[config.mk]
export PLATFORM = sky130hd
export DESIGN_NAME = mem_arbiter
export DESIGN_NICKNAME = d
export VERILOG_FILES = /design/src/rtl/mem_pkg.sv /design/src/rtl/mem_arbiter_rr_arb2.sv /design/src/rtl/mem_arbiter.sv
export SDC_FILE = /design/constraint.sdc
export NUM_CORES = 1
export LEC_CHECK = 0
export CORE_MARGIN = 10
export CORE_UTILIZATION = 40
export DETAILED_ROUTE_END_ITERATION = 6
export PLACE_DENSITY_LB_ADDON = 0.08
export SLEW_MARGIN = 40
export SYNTH_ARGS = -nofsm -noshare
export SYNTH_HDL_FRONTEND = slang
export SYNTH_HIERARCHICAL = 1
export SYNTH_SLANG_ARGS = --single-unit
[constraint.sdc]
create_clock -name clk -period 1.7 [get_ports clk]
set_input_delay 0.34 -clock clk [delete_from_list [all_inputs] [get_ports clk]]
set_output_delay 0.34 -clock clk [all_outputs]
set_load 0.03 [all_outputs]
[src/rtl/mem_pkg.sv]
// Shared types and constants for the two-port memory arbiter.
// Width and depth constants match the 13-entry, 13-bit main memory.
package mem_pkg;

    localparam int DW    = 13;
    localparam int AW    = 13;
    localparam int DEPTH = 13;

    localparam logic P_FETCH = 1'b0;
    localparam logic P_LDST  = 1'b1;

    typedef enum logic [1:0] {
        IDLE = 2'd0,
        BUSY = 2'd1,
        RESP = 2'd2
    } state_t;

endpackage

[src/rtl/mem_arbiter_rr_arb2.sv]
// Two-way round-robin grant: on a tie the port that did not win last time wins.
// Purely combinational; the last_grant history lives in the caller.
module rr_arb2
    import mem_pkg::*;
(
    input  logic [1:0] req,
    input  logic       last_grant,
    output logic       grant,
    output logic       valid
);

    assign valid = |req;
    assign grant = (req == 2'b11) ? ~last_grant : (req[1] ? P_LDST : P_FETCH);

endmodule

[src/rtl/mem_arbiter.sv]
// Shares one main memory between the fetch port (0) and load/store port (1).
// Sequences strobes until mem_done, range-checks, times out and acks each request.
module mem_arbiter
    import mem_pkg::*;
#(
    parameter int DW      = mem_pkg::DW,
    parameter int AW      = mem_pkg::AW,
    parameter int DEPTH   = mem_pkg::DEPTH,
    parameter int TIMEOUT = 15
) (
    input  logic          clk,
    input  logic          reset,
    input  logic          p0_req,
    input  logic [AW-1:0] p0_addr,
    output logic          p0_ack,
    output logic [DW-1:0] p0_rdata,
    output logic          p0_err,
    input  logic          p1_req,
    input  logic          p1_we,
    input  logic [AW-1:0] p1_addr,
    input  logic [DW-1:0] p1_wdata,
    output logic          p1_ack,
    output logic [DW-1:0] p1_rdata,
    output logic          p1_err,
    output logic [AW-1:0] mem_address,
    output logic [DW-1:0] mem_dataIn,
    output logic          mem_write,
    output logic          mem_read,
    input  logic [DW-1:0] mem_dataOut,
    input  logic          mem_done
);

    localparam logic [3:0]    TLAST      = 4'(TIMEOUT - 1);
    localparam logic [AW-1:0] ADDR_LIMIT = AW'(DEPTH);

    state_t        state, state_next;
    logic          last_grant;
    logic          gnt;
    logic          lat_we;
    logic [AW-1:0] lat_addr;
    logic [DW-1:0] lat_wdata;
    logic [3:0]    timer;

    logic          arb_grant, arb_valid;
    logic [AW-1:0] sel_addr;
    logic          sel_we, sel_ok, busy_end;

    logic          resp, resp_port, resp_err;
    logic [DW-1:0] resp_data;

    rr_arb2 u_arb (
        .req        ({p1_req, p0_req}),
        .last_grant (last_grant),
        .grant      (arb_grant),
        .valid      (arb_valid)
    );

    assign sel_addr = (arb_grant == P_LDST) ? p1_addr : p0_addr;
    assign sel_we   = (arb_grant == P_LDST) & p1_we;
    assign sel_ok   = sel_addr < ADDR_LIMIT;
    // A done on the final timer cycle still counts as success.
    assign busy_end = mem_done || (timer == TLAST);

    assign mem_address = lat_addr;
    assign mem_dataIn  = lat_wdata;

    always_comb begin
        state_next = state;
        resp       = 1'b0;
        resp_port  = gnt;
        resp_err   = 1'b0;
        resp_data  = '0;
        case (state)
            IDLE: begin
                if (arb_valid) begin
                    resp_port = arb_grant;
                    if (sel_ok) begin
                        state_next = BUSY;
                    end else begin
                        state_next = RESP;
                        resp       = 1'b1;
                        resp_err   = 1'b1;
                    end
                end
            end
            BUSY: begin
                if (busy_end) begin
                    state_next = RESP;
                    resp       = 1'b1;
                    resp_err   = !mem_done;
                    resp_data  = (mem_done && !lat_we) ? mem_dataOut : '0;
                end
            end
            RESP:    state_next = IDLE;
            default: state_next = IDLE;
        endcase
    end

    always_ff @(posedge clk) begin
        if (!reset) begin
            state      <= IDLE;
            last_grant <= 1'b1;
            gnt        <= 1'b0;
            lat_we     <= 1'b0;
            lat_addr   <= '0;
            lat_wdata  <= '0;
            timer      <= '0;
            mem_read   <= 1'b0;
            mem_write  <= 1'b0;
            p0_ack     <= 1'b0;
            p0_err     <= 1'b0;
            p0_rdata   <= '0;
            p1_ack     <= 1'b0;
            p1_err     <= 1'b0;
            p1_rdata   <= '0;
        end else begin
            state    <= state_next;
            p0_ack   <= resp && (resp_port == P_FETCH);
            p0_err   <= resp && (resp_port == P_FETCH) && resp_err;
            p0_rdata <= (resp && (resp_port == P_FETCH)) ? resp_data : '0;
            p1_ack   <= resp && (resp_port == P_LDST);
            p1_err   <= resp && (resp_port == P_LDST) && resp_err;
            p1_rdata <= (resp && (resp_port == P_LDST)) ? resp_data : '0;

            if (state == IDLE && arb_valid) begin
                last_grant <= arb_grant;
                gnt        <= arb_grant;
                lat_addr   <= sel_addr;
                lat_we     <= sel_we;
                lat_wdata  <= sel_we ? p1_wdata : '0;
                timer      <= '0;
                mem_read   <= sel_ok && !sel_we;
                mem_write  <= sel_ok && sel_we;
            end else if (state == BUSY) begin
                timer <= timer + 4'd1;
                if (busy_end) begin
                    mem_read  <= 1'b0;
                    mem_write <= 1'b0;
                end
            end
        end
    end

endmodule

* Word level (Yosys, flattened, before mapping) *
Cells that the tools add are included.

cells by class
  add/subtract/negate cells = 1
  equal/unequal tests = 5
  bitwise operators = 4
  order comparisons = 1
  reductions and logical operators = 21
  mux-type cells = 23

operator list
  kind                   number
  $mux W13               5
  $lt A13 B4 Y1 const B  1
  $mux W1                12
  $logic_and A1 B1 Y1    8
  $reduce_and A2 Y1      4
  $mux W2                3
  $add A4 B1 Y4 const B  1
  $eq A4 B4 Y1 const B   1
  $ne A2 B2 Y1 const B   2
  $pmux W1 S2            2
  $pmux W2 S2            1
  $reduce_bool A2 Y1     2
  $reduce_or A2 Y1       2
  $logic_not A1 Y1       3
  $not A1 Y1             3
  $eq A2 B1 Y1 const B   1
  $eq A2 B2 Y1 const B   1
  $logic_not A2 Y1       1
  $and A1 B1 Y1          1
  $logic_or A1 B1 Y1     1

storage, ports and cells
  input port bits = 58
  output and inout port bits = 58
  logic and storage cells = 70
  flip-flop bits (word level) = 67

* Logic depth before layout (Yosys ltp) *
  depth after elaboration = 9
  gate-level depth with buffers = 8
  gate-level depth less buffers = 6

* Hierarchy *
The synthesis kept the hierarchy.

by module, submodules not included
  module       area each (µm²)  instances  seq. area each (µm²)  cells an instance
  mem_arbiter  2402.3           1          1341.3                240
  rr_arb2      13.8             1          0.0                   2

* Worst setup path after synthesis *
No wires, ideal clock.

  path kind = input to register
  from = input p1_req
  to = register p1_rdata[10]
  setup slack = 0.125 ns
  stages = 8
  required time = 1.636 ns
  buffers on the path = 2
  arrival = 1.511 ns
  library setup time = 0.064 ns
  cell sequence = or2_1 nor2b_4 mux2i_1 nand2b_1 or2_1 buf_2 buf_6 nor2_1

between the ends
  cells in the longest elaborated chain, start to end = 9
  elaborated cells on any way between the ends = 13
  those cells by class = order compare: 1; eq/ne: 1; mux: 8; reduce/logical: 3

RTL lines
  item                                     RTL line                   text
  start, declared                          mem_arbiter.sv:18          input logic p1_req,
  $eq A2 B2 Y1 or $mux W1 (tied branches)  mem_arbiter_rr_arb2.sv:13  assign grant = (req == 2'b11) ? ~last_grant : (req[1] ? P_LDST : P_FETCH);
  $mux W1                                  mem_arbiter_rr_arb2.sv:13
  $mux W13                                 mem_arbiter.sv:58          assign sel_addr = (arb_grant == P_LDST) ? p1_addr : p0_addr;
  $lt A13 B4 Y1                            mem_arbiter.sv:60          assign sel_ok = sel_addr < ADDR_LIMIT;
  $mux W1                                  mem_arbiter.sv:77          if (sel_ok) begin
  $mux W1                                  mem_arbiter.sv:75          if (arb_valid) begin
  $pmux W1 S2                              mem_arbiter.sv:73          case (state)
  $logic_and A1 B1 Y1 *                    mem_arbiter.sv:123         p1_rdata <= (resp && (resp_port == P_LDST)) ? resp_data : '0;
  $reduce_and A2 Y1 (no source line) *     --
  end signal, assigned                     mem_arbiter.sv:123
  end, declared                            mem_arbiter.sv:23          output logic [DW-1:0] p1_rdata,

Mark *: on every way between the ends. The rest lies on a longest branch, timed or not.
A chain may end at the register's enable or synchronous reset.

* Worst setup path in the final report *
  from = register p0_rdata[7]
  to = output p0_rdata[7]

RTL lines
  item                    RTL line            text
  start, declared         mem_arbiter.sv:16   output logic [DW-1:0] p0_rdata,
  start signal, assigned  mem_arbiter.sv:120  p0_rdata <= (resp && (resp_port == P_FETCH)) ? resp_data : '0;

No word-level cell between the ends.

==> results.json <==
{
  "gp_congestion": 0.8113,
  "dp_hpwl_um": 5542,
  "antenna_cells_inserted": 0,
  "async_reset_ff_frac": 0,
  "overflow": 0,
  "max_stage_delay_ns": 0.68,
  "drtPass1Iterations": 4,
  "clk_pin_slew_worst_paths_ns": 0.09,
  "crit_chain": "clkdlybuf4s50_1",
  "route.vias.total": 2202,
  "h-tree-depth": 3,
  "synthFlopType": "dfxtp_1",
  "design_area_sq_mm": 0.004143,
  "holdWs_ns": 0.4748,
  "io_buffers": 115,
  "n_fill_cell": 473,
  "cts_buffer_depth": 2,
  "ys_warn_count": 6,
  "r2r-start": "last_grant$_SDFFE_PN1P_",
  "ys_types": 39,
  "setup_tns_ns": 0,
  "holdCritPathClass": "flop to flop",
  "antenna_found_initial": 0,
  "ant_nets": 0,
  "peakVddDrop_uv": 585.5,
  "ys_top_cells_by_area": "dfxtp_1 (56%), nand2_1 (6.2%), mux2i_1 (5.8%), o211a_1 (5.4%), a22o_1 (5.1%)",
  "io_pins": 116,
  "cp_top_family": "buffers and inverters",
  "ys_seq_area_frac": 0.5552,
  "grt_pass1_wl_um": 11520,
  "tightest_slew_ns": 0.3618,
  "synth_edf_count": 0,
  "rows": 28,
  "detail_route.vias_per_cell": 4.797,
  "syn_area_sq_mm": 0.002416,
  "fin_crit_ns": 1.688,
  "ff2ff_path_depth": 7,
  "ctsHoldBuffers": 0,
  "startpoint_type": "flop",
  "grt_max_degree": 30,
  "synthTopCellsByCount": "dfxtp_1 (67), nand2_1 (40), nor2_1 (31)",
  "area_delta_synth_final_pct": 71.47,
  "routedWlPerCell_um": 15.97,
  "avgSynthCellArea_sq_um": 9.984,
  "place_area_sq_mm": 0.003767,
  "fin_crit_sh": 0.9928,
  "cts_sinks": 67,
  "yosysTopAreaCellShare": 0.5552,
  "clock_skew_ns": 0.01324,
  "worst_ep_required_time_ns": 1.36,
  "coreArea_sq_mm": 0.005886,
  "dieArea_sq_mm": 0.009549,
  "synth.most_common_cell": "dfxtp_1",
  "drt-initial-drc-count": 45,
  "path_class": "flop to output port",
  "min_from": "mem_dataIn[7]$_SDFFE_PN0P_",
  "wl_um": 7330,
  "cp.depth": 1,
  "initial_utilization": 0.4105,
  "cp.arrival_ns": 1.35,
  "cts_tree": "built",
  "critPathCaptureType": "output port",
  "cp-startpoint": "p0_rdata[7]$_SDFF_PN0_",
  "p_total_w": 0.003663,
  "outcome": "finished, final reports clean",
  "worstSkewPairLatency_ns": 0.34,
  "fmax_mhz": 592.5,
  "finalHoldViolations": 0,
  "setup_viol": 0,
  "die_x_um": 97.72,
  "grt_use_total": 0.1453,
  "maxSlewViolCount": 0,
  "drcViolationCount": 0,
  "fin_ws_ns": 0.01218,
  "relSlewSlack": 0.7584,
  "drive_gt1_frac": 0.1536,
  "cts_buffers": 9,
  "syn_nets": 302,
  "powerDensity_mw_per_mm2": 884.1,
  "p_leak_nw": 2.033,
  "min_path_cells": 1,
  "fin_nets": 439,
  "drv_cap": 0,
  "reg2reg_slack_ns": 0.18,
  "grt_pass1_vias": 2371,
  "cts-root-buf": "clkbuf_8",
  "syn_inst": 242,
  "worst_path_max_delay_cell": "clkdlybuf4s50_1",
  "synth-seq-cells": 67,
  "path_max_fanout": 1,
  "yosysTopAreaCell": "dfxtp_1",
  "preCtsSetupSlack_ns": -0.4988,
  "path_buf_inv": 1,
  "die_y_um": 97.72
}
==> flip-flops by register name, indices dropped and copies added, names as in the netlist, 2 cells and up <==
register and cells:
mem_address 13, mem_dataIn 13, p0_rdata 13, p1_rdata 13
state 2, timer 4
==> layout by cell type, fill, tap and decap left out, drive strengths merged, types with 10 or more instances in the layout <==
cell           count
a22o              14
buf               24
clkbuf            10
clkdlybuf4s50     77
dfxtp             67
dlygate4sd2       21
dlymetal6s2s      17
mux2i             14
nand2             40
nor2              32
o211a             13
==> worst paths after layout <==
path / end
setup / recovery: p0_rdata[7]
hold / removal: mem_dataIn[7]$_SDFFE_PN0P_
setup reg to reg: p1_rdata[5]$_SDFF_PN0_
hold reg to reg: mem_dataIn[7]$_SDFFE_PN0P_
==> cell type report <==
type                       count  area, sq um  area share
multi-input combinational    160         1062      0.2564
clock buffer                   9        123.9     0.02990
sequential                    67         1341      0.3238
clock inverter                 7        101.3     0.02446
tap                           75        93.84     0.02265
timing repair buffer         140         1416      0.3419
inverter                       1        3.754   0.0009061
==> timing repair <==
item	4_1_cts	5_1_grt
setup buffers	0	2
hold endpoints to repair	0	0
setup endpoints to repair	65	62
pin swaps	1	3
resized for setup	27	32
cloned	0	1
==> routing by layer <==
metal,vias up,part of all wire,global-route usage
met5,-,0,0
met4,0,0.0068,0.04922
met3,6,0.094,0.07183
met2,68,0.50,0.2509
met1,1017,0.40,0.1498
li1,1111,-,-
==> report_power, final <==
group	leakage, nW	internal (W)	switching (W)
sequential	0.545	0.00162	0.0000266
clock	0.111	0.000838	0.000643
combinational	1.38	0.000281	0.000254
total	2.03	0.00274	0.000923
==> per-stage QoR <==
| stage | std cells | utilization |
|---|---|---|
| 6_report | 459 | 0.7039 |
| 5_1_grt | 459 | 0.7039 |
| 4_1_cts | 456 | 0.6788 |
| 3_5_place_dp | 440 | 0.6401 |
| 3_3_place_gp | 440 | 0.6401 |
| 2_1_floorplan | 242 | - |
==> kinds of logic (layout without fill, tap and decap cells) <==
kind of cell | Yosys count | count (layout) | share of synthesized area
multiplexers | 14 | 14 | 0.05800
flip-flops | 67 | 67 | 0.5552
AND/OR/NAND/NOR | 98 | 98 | 0.1854
XOR/XNOR | 3 | 3 | 0.01088
buffers and inverters | 15 | 157 | 0.03262
AO/OA/AOI/OAI | 43 | 43 | 0.1476
adder cells (fa/ha/maj) | 2 | 2 | 0.01036
Note: power is estimated with default switching activity, not from simulation.
